<file path="src/rtl/udp_tx_arbiter.sv">
// Two-channel round-robin arbiter in front of a single UDP transmitter.
// Define UDP_ARB_TIMEOUT_EN to add a tx_done watchdog in SEND.
//
// state | meaning
// IDLE  | no owner; requests evaluated, bad lengths rejected
// START | one-cycle tx_start_en to the transmitter
// SEND  | payload streamed from the granted channel FIFO
// GAP   | inter-frame idle time, owner still held

module udp_tx_arbiter #(
    parameter int          GAP_CYCLES     = 12,
    parameter logic [47:0] CH0_DES_MAC    = 48'hff_ff_ff_ff_ff_ff,
    parameter logic [31:0] CH0_DES_IP     = {8'd192, 8'd168, 8'd1, 8'd102},
    parameter logic [47:0] CH1_DES_MAC    = 48'hff_ff_ff_ff_ff_ff,
    parameter logic [31:0] CH1_DES_IP     = {8'd192, 8'd168, 8'd1, 8'd102},
    parameter logic [15:0] MAX_BYTES      = 16'd1472,
    parameter logic [31:0] TIMEOUT_CYCLES = 32'd100000
) (
    input  logic        clk,
    input  logic        rst,
    input  logic        ch0_req,
    input  logic [15:0] ch0_byte_num,
    output logic        ch0_rd_en,
    input  logic [7:0]  ch0_rd_data,
    output logic        ch0_done,
    output logic        ch0_err,
    input  logic        ch1_req,
    input  logic [15:0] ch1_byte_num,
    output logic        ch1_rd_en,
    input  logic [7:0]  ch1_rd_data,
    output logic        ch1_done,
    output logic        ch1_err,
    output logic        tx_start_en,
    output logic [15:0] tx_byte_num,
    output logic [47:0] des_mac,
    output logic [31:0] des_ip,
    output logic [7:0]  tx_data,
    input  logic        tx_req,
    input  logic        tx_done,
    output logic [1:0]  grant,
    output logic        busy
);

    typedef enum logic [1:0] {IDLE, START, SEND, GAP} state_t;

    localparam logic [31:0] GAP_LOAD = (GAP_CYCLES > 0) ? 32'(GAP_CYCLES - 1) : 32'd0;

    state_t      state, next_state;
    logic        last_ch;
    logic        sel_ch;
    logic [15:0] sel_bytes;
    logic        sel_ok;
    logic        any_req;
    logic        timeout_hit;
    logic [31:0] gap_cnt;
`ifdef UDP_ARB_TIMEOUT_EN
    logic [31:0] to_cnt;
`endif

    always_ff @(posedge clk or posedge rst) begin
        if (rst) state <= IDLE;
        else     state <= next_state;
    end

    always_comb begin
        any_req = ch0_req | ch1_req;
        if (ch0_req && ch1_req) sel_ch = ~last_ch;
        else                    sel_ch = ch1_req;
        sel_bytes = sel_ch ? ch1_byte_num : ch0_byte_num;
        sel_ok    = (sel_bytes != 16'd0) && (sel_bytes <= MAX_BYTES);
`ifdef UDP_ARB_TIMEOUT_EN
        timeout_hit = (state == SEND) && (to_cnt == 32'd0);
`else
        timeout_hit = 1'b0;
`endif
        next_state = state;
        case (state)
            IDLE:    if (any_req && sel_ok) next_state = START;
            START:   next_state = SEND;
            SEND:    if (tx_done || timeout_hit) next_state = GAP;
            GAP:     if (gap_cnt == 32'd0) next_state = IDLE;
            default: next_state = IDLE;
        endcase
    end

    always_comb begin
        busy        = (state != IDLE);
        tx_start_en = (state == START);
        ch0_rd_en   = (state == SEND) && tx_req && grant[0];
        ch1_rd_en   = (state == SEND) && tx_req && grant[1];
        case (grant)
            2'b01:   tx_data = ch0_rd_data;
            2'b10:   tx_data = ch1_rd_data;
            default: tx_data = 8'h00;
        endcase
    end

    // Frame context is captured once in IDLE and frozen until GAP expires.
    always_ff @(posedge clk or posedge rst) begin
        if (rst) begin
            grant       <= 2'b00;
            last_ch     <= 1'b1;
            tx_byte_num <= 16'd0;
            des_mac     <= 48'd0;
            des_ip      <= 32'd0;
            gap_cnt     <= 32'd0;
            ch0_done    <= 1'b0;
            ch1_done    <= 1'b0;
            ch0_err     <= 1'b0;
            ch1_err     <= 1'b0;
`ifdef UDP_ARB_TIMEOUT_EN
            to_cnt      <= 32'd0;
`endif
        end else begin
            ch0_done <= 1'b0;
            ch1_done <= 1'b0;
            ch0_err  <= 1'b0;
            ch1_err  <= 1'b0;
            case (state)
                IDLE: begin
                    if (any_req) begin
                        last_ch <= sel_ch;
                        if (sel_ok) begin
                            grant       <= sel_ch ? 2'b10 : 2'b01;
                            tx_byte_num <= sel_bytes;
                            des_mac     <= sel_ch ? CH1_DES_MAC : CH0_DES_MAC;
                            des_ip      <= sel_ch ? CH1_DES_IP : CH0_DES_IP;
                        end else begin
                            ch0_err <= ~sel_ch;
                            ch1_err <= sel_ch;
                        end
                    end
                end
                START: begin
`ifdef UDP_ARB_TIMEOUT_EN
                    to_cnt <= TIMEOUT_CYCLES - 32'd1;
`endif
                end
                SEND: begin
                    if (tx_done) begin
                        ch0_done <= grant[0];
                        ch1_done <= grant[1];
                        gap_cnt  <= GAP_LOAD;
                    end else if (timeout_hit) begin
                        ch0_err <= grant[0];
                        ch1_err <= grant[1];
                        gap_cnt <= GAP_LOAD;
                    end
`ifdef UDP_ARB_TIMEOUT_EN
                    else to_cnt <= to_cnt - 32'd1;
`endif
                end
                GAP: begin
                    if (gap_cnt == 32'd0) grant <= 2'b00;
                    else                  gap_cnt <= gap_cnt - 32'd1;
                end
                default: ;
            endcase
        end
    end

endmodule

</file>
<file path="config.mk">
export PLATFORM = sky130hd
export DESIGN_NAME = udp_tx_arbiter
export DESIGN_NICKNAME = d
export VERILOG_FILES = /design/src/rtl/udp_tx_arbiter.sv
export SDC_FILE = /design/constraint.sdc
export NUM_CORES = 1
export LEC_CHECK = 0
export CAP_MARGIN = 0
export CELL_PAD_IN_SITES_DETAIL_PLACEMENT = 0
export CELL_PAD_IN_SITES_GLOBAL_PLACEMENT = 1
export CORE_ASPECT_RATIO = 0.8
export CORE_MARGIN = 2
export CORE_UTILIZATION = 31
export DETAILED_ROUTE_END_ITERATION = 10
export GPL_ROUTABILITY_DRIVEN = 0
export PLACE_DENSITY_LB_ADDON = 0.1
export SETUP_SLACK_MARGIN = 0.2
export SKIP_LAST_GASP = 1
export SYNTH_ARGS = -nofsm -noshare
export SYNTH_HDL_FRONTEND = slang
export SYNTH_SLANG_ARGS = --single-unit
</file>
<file path="constraint.sdc">
create_clock -name clk -period 2.69 [get_ports clk]
set_input_delay 0.538 -clock clk [delete_from_list [all_inputs] [get_ports clk]]
set_output_delay 0.538 -clock clk [all_outputs]
set_load 0.01 [all_outputs]
</file>
==> run_results.csv, run 1 <==
group,metric,value,unit
outcome,outcome,"completed",
cells_and_area,final_cell_mix,"138 x clkdlybuf4s50_1, 64 x nor2_1, 56 x dfrtp_1, 22 x conb_1, 21 x buf_4",
global_route,grt_pass1_vias,2947,
timing,fin_setup_tns,0,ns
global_route,grt_pass1_wl,14.8,mm
timing,fin_crit_sh,89.5,%
worst_setup_path,crit_type,"in2reg",
timing,fmax,415,MHz
synthesis,synth-seq-area-share,38.5,%
worst_setup_path,end_kind,"flop",
timing,drv_slew,0,
worst_setup_path,critical_path.max_stage_delay,0.53,ns
worst_setup_path,path_cells,"clkdlybuf4s50_1, or4_1, nor3_1, o22ai_2, and4b_2, buf_4, o21ba_2, o22ai_1",
power_and_ir_drop,p_sw,0.00188,W
floorplan,ios,168,
timing,rsz0062_at_grt,"no",
synthesis,netlist_instances,412,
worst_hold_path,hp-class,"reg2reg",
power_and_ir_drop,p_sw_share,35.6,%
cells_and_area,antenna_cells,0,
synthesis,synth_edf_count,0,
clock_tree,clk_latency,0.33,ns
worst_setup_path,rrSetupSlack,0.30,ns
cells_and_area,nFillCells,1130,
clock_tree,cts-hold-fix-buffers,0,
synthesis,synthArstFlopShare,100,%
detailed_routing,first_pass_iters,4,
global_route,grt_usage,14.5,%
worst_setup_path,crit_required,2.94,ns
timing,holdWs,0.494,ns
detailed_routing,ant_nets,0,
worst_setup_path,cp_slowest_cell,"or4_1",
clock_tree,clock_path_buffers,2,
power_and_ir_drop,pwr-share-seq,23.1,%
clock_tree,cts_setup_buffers,0,
floorplan,die_y,103,um
clock_tree,htree_levels,3,
worst_setup_path,critical-path-top-delay-family,"simple AND/OR/NAND/NOR gates",
clock_tree,root_buffer,"clkbuf_16",
detailed_routing,wire_per_inst,14.0,um
cells_and_area,layout-drive-gt1-share,12.2,%
floorplan,dieArea,13100,um^2
synthesis,synth_area,3780,um^2
worst_setup_path,path_buf_inv,2,
synthesis,synth-seq-cells,58,
clock_tree,numCtsBuffers,9,
floorplan,core_region_area,12000,um^2
cells_and_area,syn_to_final_growth,44.7,%
detailed_routing,drtIter0Drc,126,
power_and_ir_drop,intPower,0.00341,W
power_and_ir_drop,p_leak,2.46,nW
place,place_area,5030,um^2
global_route,grt_max_degree,59,
detailed_routing,viasPerCell,4.66,
cells_and_area,layout_commonest_cell,"clkdlybuf4s50_1",
cells_and_area,post-route-util,45.4,%
clock_tree,cts_tree,"built",
worst_setup_path,cp-start-kind,"primary input",
floorplan,start_util,31.4,%
timing,finClkSkew,0.00616,ns
power_and_ir_drop,share_comb_of_total_power,53.5,%
detailed_routing,drc_errors,0,
synthesis,syn_avg_cell_area,9.17,um^2
synthesis,synth_cell_types,52,
cells_and_area,design_area,5460,um^2
clock_tree,cts.sinks,58,
global_route,grt_overflow,0,
synthesis,ys_warn_count,0,
floorplan,die_width,127,um
worst_setup_path,worst-endpoint-arrival,2.66,ns
timing,min_period,2.41,ns
synthesis,synth_ff_type,"dfrtp_1",
clock_tree,clk_pin_slew,0.05,ns
global_route,antenna_found_initial,0,
worst_setup_path,crit_fanout,4,
place,io_buffers,145,
power_and_ir_drop,vdd_drop_max,0.000525,V
timing,hold_viol,0,
power_and_ir_drop,p_per_area,970,nW/um^2
power_and_ir_drop,pwr-share-clk,23.4,%
timing,setup_viol,0,
detailed_routing,routed_wirelength,9.48,mm
floorplan,row_count,36,
place,dp_hpwl,7.00,mm
detailed_routing,via_count,3149,
flow_run,cap_viol_max_count,0,
cells_and_area,nets,580,
repair_timing:
action | CTS | global route
endpoints found under the hold margin | 0 | 0
setup endpoints to repair | 9 | 26
pin swaps | 2 | 5
gates resized for setup | 7 | 22
stage by stage:
step	cells	setup slack (ns)	total power, W
after floorplan	433	0.306	0.00303
after global placement	660	-0.271	0.00398
after detailed placement	660	-0.293	0.00400
after CTS	676	0.209	0.00532
after global routing	676	0.208	0.00564
final	676	0.281	0.00530
final timing paths:
check | end | startpoint | cells past startpoint
setup / recovery | grant[1] | ch0_byte_num[7] | 8
hold / removal | tx_byte_num[15] | tx_byte_num[15] | 1
setup reg to reg | state[1] | gap_cnt[24] | 6
hold reg to reg | tx_byte_num[15] | tx_byte_num[15] | 1
max in group asynchronous | last_ch | rst | 3
min in group asynchronous | tx_byte_num[0] | rst | 3
logic make-up after synthesis:
| group | synth area share (%) |
|---|---|
| AOI/OAI and AO/OA | 8.05 |
| xor gates and xnor gates | 6.49 |
| adders and majority gates | 2.32 |
| buffers and inverters | 18.0 |
| DFF | 38.5 |
| muxes | 4.08 |
| other | 0.0993 |
| and+or+nand+nor | 22.5 |
cell type report:
type                            count  area [um^2]  area share, %
Clock buffer                       11          243           4.44
Sequential cell                    58         1450           26.6
Inverter                            8         32.5          0.596
Multi-Input combinational cell    274         1810           33.1
Clock inverter                      5         77.6           1.42
Timing Repair Buffer              168         1660           30.3
Tap cell                          152          190           3.48
state kept, by name, indices dropped and copies added, names as in the netlist, 2 cells and up:
name	cells
gap_cnt	32
grant	2
state	2
tx_byte_num	16
power groups by stage:
stage | registers, W | clock network, W | logic, W
2_1_floorplan | 0.00131 | 0 | 0.00171
3_3_place_gp | 0.00122 | 0 | 0.00277
3_5_place_dp | 0.00122 | 0 | 0.00278
4_1_cts | 0.00122 | 0.00127 | 0.00283
5_1_grt | 0.00126 | 0.00131 | 0.00307
6_report | 0.00123 | 0.00124 | 0.00283
cells in the mapped netlist, drive strengths merged, types with 2 or more instances:
library cell,instances,area share [%]
mux2,3,0.89
or4,7,1.5
nor3,9,1.2
or3,5,0.83
o22ai,2,0.33
nor4b,5,1.2
nand2,11,1.1
nor4,13,2.7
mux2i,12,3.2
a22oi,8,1.6
xor2,15,3.5
a22o,2,0.46
nand3b,2,0.40
nand3,10,1.3
o21ai,3,0.40
nand4,10,1.7
a2111oi,2,1.1
buf,84,16
nor2,64,6.4
a21o,2,0.40
dfrtp,57,38
ha,7,2.3
inv,8,0.80
o21a,2,0.40
nor2b,9,1.5
a21oi,14,1.9
clkbuf,9,0.89
and3,8,1.3
xnor2,13,3.0
routing by layer:
metal / part of all wire, % / global-route usage, % / vias to the layer above / routed length [um]
li1: - / - / 1539 / -
met5: 0 / 0 / - / 0
met2: 47 / 24.2 / 126 / 4420
met4: 1.9 / 5.66 / 0 / 183
met3: 6.4 / 4.57 / 16 / 605
met1: 45 / 17.6 / 1468 / 4270
No activity file was read; power rests on OpenSTA's default activity.
==> run 2: changes to the inputs <==
- CORE_ASPECT_RATIO: 0.8 -> 0.75
- GPL_TIMING_DRIVEN: unset -> 0
==> run 2 against run 1 <==
Effect of this change:
- clock power fell by 18%
- sequential cell count did not move
- die area barely moved
- highest routed layer unchanged
- worst hold slack improved by 0.00096 ns
- sequential power rose by 7%
- via count rose by 5.9%
- clock skew barely moved
- maximum frequency fell by 1.6%
- critical path type is now reg2reg
- first-iteration DRC count fell by 0.79%
==> run_results.csv, run 2 (synthesized netlist as in run 1, its figures left out) <==
group,metric,value,unit
outcome,outcome,"completed",
worst_setup_path,cp_slowest_cell,"or4_4",
worst_setup_path,path_buf_inv,1,
worst_setup_path,rrSetupSlack,0.24,ns
worst_setup_path,crit_type,"reg2reg",
worst_setup_path,critical-path-top-delay-family,"simple AND/OR/NAND/NOR gates",
floorplan,start_util,32.2,%
worst_setup_path,crit_start,"gap_cnt[24]",
timing,rsz0062_at_grt,"yes",
power_and_ir_drop,p_leak,2.95,nW
cells_and_area,antenna_cells,0,
detailed_routing,wire_per_inst,13.5,um
timing,setup_viol,0,
clock_tree,clock_path_buffers,2,
worst_setup_path,critical_path.max_stage_delay,0.58,ns
worst_setup_path,crit_fanout,6,
cells_and_area,largest_reg_flops,32,
floorplan,die_width,131,um
timing,tightest_slew,0.677,ns
clock_tree,numCtsBuffers,9,
timing,fin_crit_sh,91.0,%
floorplan,ios,168,
detailed_routing,via_count,3335,
timing,drv_slew,0,
global_route,grt_pass1_wl,16.7,mm
worst_setup_path,worst-endpoint-arrival,2.66,ns
timing,fmax,409,MHz
timing,fin_setup_tns,0,ns
detailed_routing,viasPerCell,4.37,
clock_tree,htree_levels,3,
worst_setup_path,r2r_cells,7,
worst_setup_path,path_cells,"or4_4, nor4_4, buf_6, nand2_1, o21a_2, a2111oi_4, mux2_4",
detailed_routing,drtIter0Drc,125,
worst_setup_path,r2r-start,"gap_cnt[24]",
clock_tree,clk_latency,0.33,ns
timing,holdWs,0.495,ns
timing,slew_headroom,54.9,%
worst_setup_path,crit_end,"state[1]",
clock_tree,cts.sinks,58,
clock_tree,root_buffer,"clkbuf_16",
worst_setup_path,cp.depth,7,
global_route,grt_max_degree,60,
floorplan,core_region_area,11700,um^2
cells_and_area,top_regs,"gap_cnt (32), tx_byte_num (16)",
cells_and_area,top_register,"gap_cnt",
worst_hold_path,hp-class,"reg2reg",
detailed_routing,first_pass_iters,4,
worst_setup_path,cp-start-kind,"flop",
cells_and_area,design_area,6050,um^2
timing,hold_viol,0,
detailed_routing,ant_nets,0,
floorplan,row_count,34,
place,io_buffers,145,
worst_setup_path,end_kind,"flop",
place,dp_hpwl,7.66,mm
detailed_routing,routed_wirelength,10.3,mm
cells_and_area,syn_to_final_growth,60.3,%
cells_and_area,layout_commonest_cell,"clkdlybuf4s50_1",
global_route,grt_usage,15.9,%
clock_tree,cts-hold-fix-buffers,0,
cells_and_area,layout-drive-gt1-share,24.8,%
floorplan,dieArea,13100,um^2
cells_and_area,final_cell_mix,"131 x clkdlybuf4s50_1, 87 x buf_4, 61 x nor2_1, 54 x dfrtp_1, 22 x conb_1",
timing,finClkSkew,0.00633,ns
timing,min_period,2.45,ns
power_and_ir_drop,p_per_area,930,nW/um^2
floorplan,die_y,99.6,um
power_and_ir_drop,vdd_drop_max,0.000415,V
cells_and_area,nets,658,
place,place_area,5530,um^2
clock_tree,cts_tree,"built",
global_route,grt_overflow,0,
flow_run,cap_viol_max_count,0,
power_and_ir_drop,total_power,0.00563,W
detailed_routing,drc_errors,0,
global_route,antenna_found_initial,0,
global_route,grt_pass1_vias,3224,
worst_setup_path,r2r-end,"state[1]",
worst_setup_path,crit_required,2.90,ns
clock_tree,clk_pin_slew,0.05,ns
-- run 2: metal layers --
layer	wire, um	global-route usage, %	vias up
met5	0	0	-
met4	74	3.01	0
met3	686	5.61	6
met2	4710	25.7	121
met1	4840	20.8	1519
li1	-	-	1689
-- run 2: through the flow --
step / utilization (%) / setup WS [ns] / instances
6_report: 51.6 / 0.243 / 763
5_1_grt: 51.6 / 0.128 / 763
4_1_cts: 50.0 / 0.0524 / 759
3_5_place_dp: 47.1 / -0.397 / 741
3_3_place_gp: 46.9 / -0.477 / 740
2_1_floorplan: - / 0.306 / 433
-- run 2: cell type report --
class	count	area [um^2]
Multi-Input combinational cell	274	1860
Timing Repair Buffer	153	1560
Clock buffer	11	243
Buffer	93	684
Inverter	8	30.0
Tap cell	162	203
Clock inverter	4	20.0
Sequential cell	58	1460
Fill cell	1109	5690
-- run 2: repair_timing --
| item | CTS | global route |
|---|---|---|
| setup buffers | 3 | 4 |
| gates resized for setup | 18 | 51 |
| pin swaps | 1 | 7 |
| setup endpoints to repair | 96 | 44 |
-- run 2: worst min-delay path by stage --
stage          cells past startpoint  slack, ns            start         endpoint
2_1_floorplan                      2       0.51       gap_cnt[7]       gap_cnt[7]
3_3_place_gp                       1       0.48  tx_byte_num[15]  tx_byte_num[15]
3_5_place_dp                       1       0.49  tx_byte_num[14]  tx_byte_num[14]
4_1_cts                            1       0.50  tx_byte_num[14]  tx_byte_num[14]
5_1_grt                            1       0.53  tx_byte_num[15]  tx_byte_num[15]
6_report                           1       0.50  tx_byte_num[15]  tx_byte_num[15]
-- run 2: power breakdown --
group	internal (W)	switching, W
Combinational	0.00193	0.00137
Clock	0.000635	0.000387
Sequential	0.00107	0.000241
==> run 3: changes to the inputs <==
- ABC_AREA: unset -> 1
==> run 3 against run 2 <==
Effect of this change:
- die area increased by 16%
- critical endpoint is now des_ip[21]
- final cell count increased by 31%
- design area increased by 7.6%
- worst hold slack got worse by 0.023 ns
==> run_results.csv, run 3 <==
group,metric,value,unit
outcome,outcome,"completed",
cells_and_area,nFillCells,1387,
synthesis,netlist_instances,638,
global_route,antenna_found_initial,0,
detailed_routing,wire_per_inst,12.7,um
cells_and_area,instances_no_fill,997,
cells_and_area,final_cell_mix,"206 x nand2_1, 134 x clkdlybuf4s50_1, 87 x nor2_1, 80 x buf_4, 56 x dfrtp_1",
place,io_buffers,144,
floorplan,core_region_area,13800,um^2
detailed_routing,drc_errors,0,
timing,min_period,2.37,ns
synthesis,synth_most_common_cell,"nand2_1",
timing,tightest_slew,0.645,ns
synthesis,synth_cell_types,32,
worst_setup_path,crit_type,"reg2out",
floorplan,ios,168,
clock_tree,htree_levels,3,
cells_and_area,top_regs,"gap_cnt (32), tx_byte_num (16)",
cells_and_area,largest_reg_flops,32,
cells_and_area,multi_input_area,2170,um^2
cells_and_area,layout_commonest_cell,"nand2_1",
timing,slew_headroom,56.9,%
floorplan,dieArea,15200,um^2
global_route,grt_pass1_wl,20.5,mm
worst_setup_path,cp-start-kind,"flop",
clock_tree,clk_latency,0.33,ns
detailed_routing,ant_nets,0,
worst_hold_path,hold_depth,2,
timing,fmax,422,MHz
worst_hold_path,min_to,"tx_byte_num[13]",
detailed_routing,first_pass_iters,6,
clock_tree,root_buffer,"clkbuf_16",
place,dp.cells,979,
cells_and_area,seqCellArea,1460,um^2
worst_setup_path,crit_required,2.15,ns
cells_and_area,antenna_cells,0,
timing,drv_slew,0,
worst_setup_path,worst-endpoint-arrival,1.83,ns
worst_setup_path,r2r-start,"gap_cnt[0]",
global_route,grt_max_degree,60,
cells_and_area,layout-drive-gt1-share,17.8,%
detailed_routing,routed_wirelength,12.7,mm
synthesis,synth-seq-cells,58,
worst_setup_path,rrSetupSlack,0.39,ns
cells_and_area,syn_to_final_growth,47.6,%
timing,hold_viol,0,
synthesis,synth_top_cells_by_area,"dfrtp_1 32%, nand2_1 18%, buf_4 13%",
clock_tree,cts-hold-fix-buffers,0,
cells_and_area,nets,878,
synthesis,ys_warn_count,0,
synthesis,synthArstFlopShare,100,%
global_route,grt_pass1_vias,4006,
timing,holdWs,0.472,ns
flow_run,cap_viol_max_count,0,
timing,fin_crit_sh,88.1,%
synthesis,syn_avg_cell_area,6.92,um^2
synthesis,synth_area,4410,um^2
clock_tree,cts_tree,"built",
floorplan,start_util,32.0,%
worst_hold_path,hp-class,"reg2reg",
clock_tree,cts.sinks,58,
detailed_routing,drtIter0Drc,257,
worst_setup_path,r2r_cells,12,
power_and_ir_drop,vdd_drop_max,0.000460,V
synthesis,synth_ff_type,"dfrtp_1",
worst_setup_path,r2r-end,"gap_cnt[15]",
floorplan,row_count,37,
worst_hold_path,worstHoldStart,"tx_byte_num[13]",
clock_tree,clock_path_buffers,2,
synthesis,synthTopCellsByCount,"206 x nand2_1, 87 x nor2_1, 79 x buf_4, 57 x dfrtp_1",
power_and_ir_drop,p_per_area,1090,nW/um^2
timing,setup_viol,0,
synthesis,synth_top_cell_by_area,"dfrtp_1",
worst_setup_path,end_kind,"output pin",
cells_and_area,top_register,"gap_cnt",
synthesis,netlist.area_leader.share,32.3,%
worst_setup_path,crit_fanout,31,
global_route,grt_usage,17.0,%
place,dp_hpwl,10.0,mm
global_route,grt_overflow,0,
clock_tree,numCtsBuffers,9,
timing,finClkSkew,0.00707,ns
floorplan,die_width,142,um
timing,rsz0062_at_grt,"no",
synthesis,synth_edf_count,0,
detailed_routing,viasPerCell,4.41,
clock_tree,clk_pin_slew,0.06,ns
floorplan,die_y,107,um
synthesis,synth-seq-area-share,32.9,%
power_and_ir_drop,p_leak,3.39,nW
detailed_routing,via_count,4392,
[run 3: cell count changes after synthesis, sizes merged, moves of 12 or more]
cell | previous run | this run
nor2 | 64 | 89
nand3 | 10 | 38
inv | 8 | 39
mux2i | 12 | 0
nand2 | 11 | 217
o21ai | 3 | 28
[run 3: layout make-up]
cell class                 instances  area share [%]
inverter                          39            2.25
buffer                            98            11.1
multi-input combinational        464            33.4
clock buffer                       9            3.46
sequential                        58            22.4
tap                              175            3.36
timing repair buffer             147            23.0
clock inverter                     7            1.08
[run 3: timing repair]
item / 4_1_cts / 5_1_grt
endpoints found under the setup margin: 66 / 19
resized for setup: 10 / 5
pin swaps: 0 / 0
setup buffers: 1 / 1
[run 3: logic make-up after synthesis]
family | share of synthesized area (%)
fa+ha+maj | 1.98
compound gates | 4.82
simple gates | 35.8
buf+inv | 19.6
flops | 32.9
xor+xnor | 4.76
other cells | 0.0850
[run 3: critical path, cell delays in order, from the launching register on]
cell and delay [ns]:
dfrtp_4 0.63, buf_16 0.21, buf_4 0.12, clkdlybuf4s50_1 0.53
[run 3: worst max-delay path by stage]
stage	start	end	slack [ns]	cells after the start
floorplan	des_ip[1]	des_ip[19]	0.66	1
global placement	rst	gap_cnt[29]	-0.42	2
detailed placement	ch0_req	des_ip[1]	0.09	13
CTS	grant[1]	tx_data[3]	0.11	6
global route	des_ip[1]	des_ip[21]	0.23	3
finish	des_ip[1]	des_ip[21]	0.32	3
[run 3: per-layer routing]
metal / up-vias / track usage [%] / part of all wire [%]
met5: - / 0 / 0
met3: 16 / 4.36 / 7.4
met4: 0 / 4.79 / 1.3
met1: 1970 / 23.6 / 48
li1: 2242 / - / -
met2: 164 / 26.3 / 43
[run 3: metrics by stage]
| stage | power, W | area (um^2) | util, % | setup slack, ns | setup TNS (ns) |
|---|---|---|---|---|---|
| floorplan | 0.00413 | 4490 | - | 0.664 | 0 |
| global placement | 0.00596 | 6150 | 44.6 | -0.418 | -27.09 |
| detailed placement | 0.00596 | 6170 | 44.7 | 0.0907 | 0 |
| CTS | 0.00712 | 6470 | 46.9 | 0.114 | 0 |
| global route | 0.00769 | 6510 | 47.2 | 0.232 | 0 |
| finish | 0.00709 | 6510 | 47.2 | 0.320 | 0 |
[run 3: power breakdown]
group          leakage [nW]  internal (W)  switching [W]
registers             0.781       0.00111       0.000269
logic                  2.48       0.00227        0.00230
clock network         0.133      0.000712       0.000426
